### config.mk
export PLATFORM = sky130hd
export DESIGN_NAME = prog_fetch_unit_flat
export DESIGN_NICKNAME = d
export VERILOG_FILES = /design/src/rtl/pfu_pkg.sv /design/src/rtl/pfu_if.sv /design/src/rtl/pfu_mem.sv /design/src/rtl/prog_fetch_unit.sv /design/src/flat_wrapper.sv
export SDC_FILE = /design/constraint.sdc
export NUM_CORES = 2
export LEC_CHECK = 0
export CAP_MARGIN = 5
export CORE_ASPECT_RATIO = 0.7
export CORE_MARGIN = 4
export CORE_UTILIZATION = 50
export CTS_CLUSTER_DIAMETER = 60
export DETAILED_ROUTE_END_ITERATION = 12
export PLACE_DENSITY = 0.77
export SLEW_MARGIN = 10
export SYNTH_ARGS = -nofsm -noshare
export SYNTH_HDL_FRONTEND = slang
export SYNTH_SLANG_ARGS = --single-unit
### constraint.sdc
create_clock -name clk -period 3.04 [get_ports clk]
set_clock_uncertainty 0.05 [all_clocks]
set_input_delay 0.304 -clock clk [delete_from_list [all_inputs] [get_ports clk]]
set_output_delay 0.304 -clock clk [all_outputs]
set_load 0.01 [all_outputs]
### src/rtl/pfu_pkg.sv
// Shared types and helpers for the program fetch unit.
// Parity storage is enabled by defining PFU_PARITY_EN.
package pfu_pkg;

  typedef enum logic [1:0] {
    ST_IDLE = 2'd0,
    ST_LOAD = 2'd1,
    ST_RUN  = 2'd2
  } pfu_state_e;

  localparam int unsigned PAR_MAX_W = 64;

  // Even parity: returned bit makes the total count of ones even.
  function automatic logic even_parity(input logic [PAR_MAX_W-1:0] d);
    return ^d;
  endfunction

endpackage

### src/rtl/pfu_if.sv
// Load-stream and fetch-side signals of the program fetch unit.
// parity_err exists only when PFU_PARITY_EN is defined.
interface pfu_if #(
  parameter int unsigned IW = 12,
  parameter int unsigned AW = 8
);
  logic          load_start;
  logic [AW-1:0] load_base;
  logic          load_valid;
  logic [IW-1:0] load_data;
  logic          load_last;
  logic          load_ready;
  logic          load_done;
  logic          run_en;
  logic          stall;
  logic          branch_en;
  logic [AW-1:0] branch_addr;
  logic [AW-1:0] pc;
  logic [IW-1:0] instr;
  logic          instr_valid;
  logic          busy;
`ifdef PFU_PARITY_EN
  logic          parity_err;
`endif

  modport master (
    output load_start, load_base, load_valid, load_data, load_last,
    output run_en, stall, branch_en, branch_addr,
`ifdef PFU_PARITY_EN
    input  parity_err,
`endif
    input  load_ready, load_done, pc, instr, instr_valid, busy
  );

  modport slave (
    input  load_start, load_base, load_valid, load_data, load_last,
    input  run_en, stall, branch_en, branch_addr,
`ifdef PFU_PARITY_EN
    output parity_err,
`endif
    output load_ready, load_done, pc, instr, instr_valid, busy
  );

endinterface

### src/rtl/pfu_mem.sv
// Instruction store: one synchronous write port, one synchronous read port, no reset.
module pfu_mem #(
  parameter int unsigned W     = 12,
  parameter int unsigned DEPTH = 256,
  parameter int unsigned AW    = 8
) (
  input  logic          clk,
  input  logic          we_i,
  input  logic [AW-1:0] waddr_i,
  input  logic [W-1:0]  wdata_i,
  input  logic          re_i,
  input  logic [AW-1:0] raddr_i,
  output logic [W-1:0]  rdata_o
);

  logic [W-1:0] mem_q [DEPTH];
  logic [W-1:0] rdata_q;

  always_ff @(posedge clk) begin
    if (we_i) mem_q[waddr_i] <= wdata_i;
    if (re_i) rdata_q <= mem_q[raddr_i];
  end

  assign rdata_o = rdata_q;

endmodule

### src/rtl/prog_fetch_unit.sv
// Program store with PC and fetch sequencer: loads an image over a valid/ready stream, then fetches.
// Define PFU_PARITY_EN to store an even-parity bit per word and report parity_err on fetch.
module prog_fetch_unit
  import pfu_pkg::*;
#(
  parameter int unsigned IW       = 12,
  parameter int unsigned AW       = 8,
  parameter int unsigned DEPTH    = 256,
  parameter int unsigned RESET_PC = 0
) (
  input  logic  clk,
  input  logic  rst_n,
  pfu_if.slave  bus
);

`ifdef PFU_PARITY_EN
  localparam int unsigned PAR_W = 1;
`else
  localparam int unsigned PAR_W = 0;
`endif
  localparam int unsigned MW = IW + PAR_W;

  pfu_state_e    state_q;
  logic [AW-1:0] pc_q;
  logic [AW-1:0] wr_addr_q;
  logic          instr_valid_q;
  logic          load_ready_q;
  logic          load_done_q;
  logic          rd_seen_q;

  logic          mem_we_c;
  logic          mem_re_c;
  logic [MW-1:0] wdata_c;
  logic [MW-1:0] rdata_c;

  function automatic logic [AW-1:0] mod_depth(input logic [AW-1:0] a);
    return AW'(32'(a) % DEPTH);
  endfunction

  // Address increment that wraps at DEPTH-1 rather than at 2**AW-1.
  function automatic logic [AW-1:0] next_addr(input logic [AW-1:0] a);
    return (32'(a) == DEPTH - 1) ? '0 : a + AW'(1);
  endfunction

  assign mem_we_c = (state_q == ST_LOAD) && bus.load_valid && load_ready_q;
  assign mem_re_c = (state_q == ST_RUN) && bus.run_en && !bus.stall;

`ifdef PFU_PARITY_EN
  assign wdata_c = {even_parity(PAR_MAX_W'(bus.load_data)), bus.load_data};
`else
  assign wdata_c = bus.load_data;
`endif

  pfu_mem #(.W(MW), .DEPTH(DEPTH), .AW(AW)) u_mem (
    .clk     (clk),
    .we_i    (mem_we_c),
    .waddr_i (wr_addr_q),
    .wdata_i (wdata_c),
    .re_i    (mem_re_c),
    .raddr_i (pc_q),
    .rdata_o (rdata_c)
  );

  always_ff @(posedge clk or negedge rst_n) begin
    if (!rst_n) begin
      state_q       <= ST_IDLE;
      pc_q          <= AW'(RESET_PC);
      wr_addr_q     <= '0;
      instr_valid_q <= 1'b0;
      load_ready_q  <= 1'b0;
      load_done_q   <= 1'b0;
      rd_seen_q     <= 1'b0;
    end else begin
      load_done_q <= 1'b0;
      if (mem_re_c) rd_seen_q <= 1'b1;
      unique case (state_q)
        ST_IDLE: begin
          if (bus.load_start) begin
            state_q      <= ST_LOAD;
            wr_addr_q    <= mod_depth(bus.load_base);
            load_ready_q <= 1'b1;
          end else if (bus.run_en) begin
            state_q <= ST_RUN;
            pc_q    <= AW'(RESET_PC);
          end
        end
        ST_LOAD: begin
          if (mem_we_c) begin
            wr_addr_q <= next_addr(wr_addr_q);
            if (bus.load_last) begin
              state_q      <= ST_IDLE;
              load_ready_q <= 1'b0;
              load_done_q  <= 1'b1;
            end
          end
        end
        ST_RUN: begin
          // Stall outranks branch; a stalled branch is dropped, the driver must hold it.
          if (!bus.run_en) begin
            state_q       <= ST_IDLE;
            instr_valid_q <= 1'b0;
          end else if (!bus.stall) begin
            instr_valid_q <= 1'b1;
            pc_q          <= bus.branch_en ? mod_depth(bus.branch_addr) : next_addr(pc_q);
          end
        end
        default: state_q <= ST_IDLE;
      endcase
    end
  end

  // The read register has no reset, so instr reads as zero until the first fetch.
  assign bus.instr       = rd_seen_q ? rdata_c[IW-1:0] : '0;
  assign bus.pc          = pc_q;
  assign bus.instr_valid = instr_valid_q;
  assign bus.load_ready  = load_ready_q;
  assign bus.load_done   = load_done_q;
  assign bus.busy        = (state_q != ST_IDLE);

`ifdef PFU_PARITY_EN
  assign bus.parity_err = rd_seen_q & (^rdata_c);
`endif

endmodule

### src/flat_wrapper.sv
// flat-port wrapper written by rule: the top's interface ports become plain ports
module prog_fetch_unit_flat import pfu_pkg::*;
#(
  parameter int unsigned IW       = 12,
  parameter int unsigned AW       = 8,
  parameter int unsigned DEPTH    = 256,
  parameter int unsigned RESET_PC = 0
)
  (clk, rst_n, bus_load_start, bus_load_base, bus_load_valid, bus_load_data, bus_load_last, bus_run_en, bus_stall, bus_branch_en, bus_branch_addr, bus_load_ready, bus_load_done, bus_pc, bus_instr, bus_instr_valid, bus_busy);
  pfu_if #(.IW(IW), .AW(AW)) bus_i ();
  input  logic clk;
  input  logic rst_n;
  input wire logic [$bits(bus_i.load_start)-1:0] bus_load_start;
  input wire logic [$bits(bus_i.load_base)-1:0] bus_load_base;
  input wire logic [$bits(bus_i.load_valid)-1:0] bus_load_valid;
  input wire logic [$bits(bus_i.load_data)-1:0] bus_load_data;
  input wire logic [$bits(bus_i.load_last)-1:0] bus_load_last;
  input wire logic [$bits(bus_i.run_en)-1:0] bus_run_en;
  input wire logic [$bits(bus_i.stall)-1:0] bus_stall;
  input wire logic [$bits(bus_i.branch_en)-1:0] bus_branch_en;
  input wire logic [$bits(bus_i.branch_addr)-1:0] bus_branch_addr;
  output wire logic [$bits(bus_i.load_ready)-1:0] bus_load_ready;
  output wire logic [$bits(bus_i.load_done)-1:0] bus_load_done;
  output wire logic [$bits(bus_i.pc)-1:0] bus_pc;
  output wire logic [$bits(bus_i.instr)-1:0] bus_instr;
  output wire logic [$bits(bus_i.instr_valid)-1:0] bus_instr_valid;
  output wire logic [$bits(bus_i.busy)-1:0] bus_busy;
  assign bus_i.load_start = bus_load_start;
  assign bus_i.load_base = bus_load_base;
  assign bus_i.load_valid = bus_load_valid;
  assign bus_i.load_data = bus_load_data;
  assign bus_i.load_last = bus_load_last;
  assign bus_i.run_en = bus_run_en;
  assign bus_i.stall = bus_stall;
  assign bus_i.branch_en = bus_branch_en;
  assign bus_i.branch_addr = bus_branch_addr;
  assign bus_load_ready = bus_i.load_ready;
  assign bus_load_done = bus_i.load_done;
  assign bus_pc = bus_i.pc;
  assign bus_instr = bus_i.instr;
  assign bus_instr_valid = bus_i.instr_valid;
  assign bus_busy = bus_i.busy;
  prog_fetch_unit #(.IW(IW), .AW(AW), .DEPTH(DEPTH), .RESET_PC(RESET_PC)) u_core (.clk(clk), .rst_n(rst_n), .bus(bus_i));
endmodule
==> out/qor.csv <==
stage;metric;value;unit
die;start_util;50.4;%
clocking;cts_buffer_depth;4;
logic_synthesis;synthTopCellsByCount;edfxtp_1, mux4_2, mux2i_1;
logic_synthesis;syn_nets;5873;
placed_design;dp_worst_setup_slack;-812;ps
placed_design;io_buffers;59;
placed_design;dp_hpwl;227000;um
sta;hold-worst-slack;40.5;ps
die;ioPinCount;60;
die;core;240000;um^2
die;dieArea;250000;um^2
drt;drt_iter0_markers;13300;
finish;drive_above_1_share;31.9;%
sta;slew_headroom;21.9;%
logic_synthesis;ys.flop_type;edfxtp_1;
logic_synthesis;synth_top_cell_by_area;edfxtp_1;
drt;drc;0;
clocking;clk_pin_slew;70;ps
min_path;hold_start;bus_load_data[2];
clocking;clock-sinks;3106;
logic_synthesis;ys_ff_latch;3106;
logic_synthesis;synth_edf_count;3084;
sta;rsz0062_at_grt;true;
power_and_ir_drop;ir_worst_vdd;0.582;mV
grt;grt_max_degree;120;
drt;via_per_inst;6.74;
grt;gr-total-overflow;0;
grt;gr-usage-all-layers;28.4;%
sta;fin_tns_setup;-4000;ps
logic_synthesis;synth_top_area_share;76.6;%
setup_path;criticalPathCategory;reg -> reg;
logic_synthesis;yosys_warnings;0;
sta;finalHoldViolCount;0;
die;die_h;419;um
setup_path;critPathLaunch;u_core.bus.pc[0]$_DFFE_PN0P_;
drt;wl_per_cell;35.2;um
power_and_ir_drop;total_power;105;mW
grt;antenna_found_initial;18;
die;fp.dieW;596;um
min_path;hp-class;in -> reg;
clocking;cts_buffers;275;
logic_synthesis;async_flop_share;0.708;%
logic_synthesis;yosysMostFrequentCell;edfxtp_1;
sta;setup-violations-final;13;
grt;grt_pass1_vias;66400;
setup_path;crit_arrival;4210;ps
setup_path;start_kind;flop;
logic_synthesis;ys_types;67;
clocking;cts_tree;done;
finish;area_delta_synth_final;18.7;%
logic_synthesis;syn_area;121000;um^2
job;drv_cap;0;
placed_design;place_congestion;0.953;
outcome;violations;setup timing;
finish;utilization;59.9;%
power_and_ir_drop;p_per_area;729;nW/um^2
drt;totalWireLength;362000;um
die;num_rows;150;
outcome;outcome;finished, violations left;
setup_path;r2r-start;u_core.bus.pc[0]$_DFFE_PN0P_;
drt;dr_total_vias;69300;
sta;fmax;0.283;GHz
drt;dr.pass1.iters;9;
finish;layout.nets;6914;
sta;layout_setup_ws;-491;ps
logic_synthesis;yosysSeqAreaShare;77.1;%
setup_path;required;3720;ps
setup_path;end_kind;flop;
logic_synthesis;synth_cells;5832;
grt;grt_pass1_wl;504000;um
sta;drv_slew;0;
logic_synthesis;avgSynthCellArea;20.7;um^2
sta;worstMarginPinSlew;1170;ps
logic_synthesis;synth.area.top_cells;edfxtp_1, mux4_2, mux2i_1;
clocking;htree_levels;5;
clocking;clk_latency;860;ps
setup_path;critical_path.max_fanout;10;
drt;antenna_left;0;
sta;fin_crit_sh;116;%
power_and_ir_drop;p_leak;45.1;nW
clocking;cts_root_buf;clkbuf_16;
sta;period_minus_slack;3530;ps
[metrics by stage]
step	instances	area, um^2
2_1_floorplan	5832	121000
5_1_grt	10300	143000
4_1_cts	10200	142000
3_5_place_dp	9669	132000
3_3_place_gp	9669	132000
6_report	10300	143000
[worst max-delay path: stages (launching register included)]
cell,delay (ps)
dfrtp_4,580
buf_12,210
buf_16,170
buf_12,140
buf_16,130
buf_4,130
mux4_2,320
o22ai_1,80
nor3_1,730
nor4_2,110
a211oi_2,440
buf_4,190
or4_1,90
[metal layers]
| metal | part of all wire (%) | GRT usage (%) | routed length, um |
|---|---|---|---|
| met4 | 3.8 | 9.63 | 13900 |
| met5 | 0.056 | 0 | 202 |
| met1 | 35 | 40.4 | 127000 |
| met3 | 18 | 12.3 | 66900 |
| met2 | 43 | 39.3 | 154000 |
[placed cells by master (no fill, tap or decap), types with 30 or more instances in the layout]
cell type / count
edfxtp_1: 3084
buf_4: 839
mux4_2: 610
mux2i_1: 359
nor2_1: 316
clkbuf_16: 290
buf_12: 146
nand2_1: 123
a22oi_1: 98
a221oi_1: 97
o21ai_0: 95
a21oi_1: 74
clkbuf_1: 71
nand3_1: 48
clkinv_1: 48
clkdlybuf4s50_1: 47
clkinv_2: 43
o22ai_1: 36
nor3_1: 30
[sequential cells by signal, indices dropped and copies added (netlist names)]
name	cells
u_core.bus.load_ready	1
u_core.bus.pc	8
u_core.rd_seen_q	1
u_core.u_mem.mem_q	3072
u_core.state_q	2
u_core.bus.load_done	1
u_core.wr_addr_q	8
u_core.u_mem.rdata_o	12
u_core.bus.instr_valid	1
[final timing paths]
kind,to,slack [ps],depth (start not counted)
setup / recovery,u_core.u_mem.rdata_o[0]$_DFFE_PP_,-490,12
hold / removal,u_core.u_mem.mem_q[222][2]$_DFFE_PP_,40,1
setup reg to reg,u_core.u_mem.rdata_o[0]$_DFFE_PP_,-490,12
hold reg to reg,u_core.bus.instr_valid$_DFFE_PN0P_,450,1
max in group asynchronous,u_core.rd_seen_q$_DFFE_PN0P_,1640,3
min in group asynchronous,u_core.state_q[1]$_DFFE_PN0P_,510,2
[cell type report]
cell class	instances	area, um^2
clock inverter	121	880
clock buffer	359	7450
inverter	14	60.1
timing repair buffer	1120	11300
multi-input combinational	2356	26600
antenna	14	35.0
tap	3192	3990
fill	15900	96200
sequential	3106	93200
[power by group]
group	internal (mW)	leakage (nW)	switching (mW)
Clock	18.2	4.07	15.3
Sequential	47.4	28.0	0.328
Combinational	10.2	13.1	13.0
[timing repair]
item / in CTS / in global routing
endpoints found under the hold margin: 30 / 0
setup buffers: 29 / 77
endpoints found under the setup margin: 15 / 14
hold buffers: 3 / 0
gates cloned: 12 / 4
gates resized for setup: 170 / 168
pin swaps: 28 / 50
[logic make-up (layout without fill, tap and decap cells)]
| kind of cell | count (synthesis) | in the layout | synth area share (%) |
|---|---|---|---|
| AOI/OAI and AO/OA | 677 | 677 | 3.93 |
| xor gates and xnor gates | 2 | 2 | 0.0145 |
| adders and majority gates | 5 | 5 | 0.0518 |
| buffers and inverters | 370 | 1614 | 1.83 |
| DFF | 3106 | 3106 | 77.1 |
| muxes | 1002 | 1002 | 14.6 |
| other | 0 | 14 | 0 |
| and+or+nand+nor | 670 | 670 | 2.45 |
(Power assumes the default switching activity.)
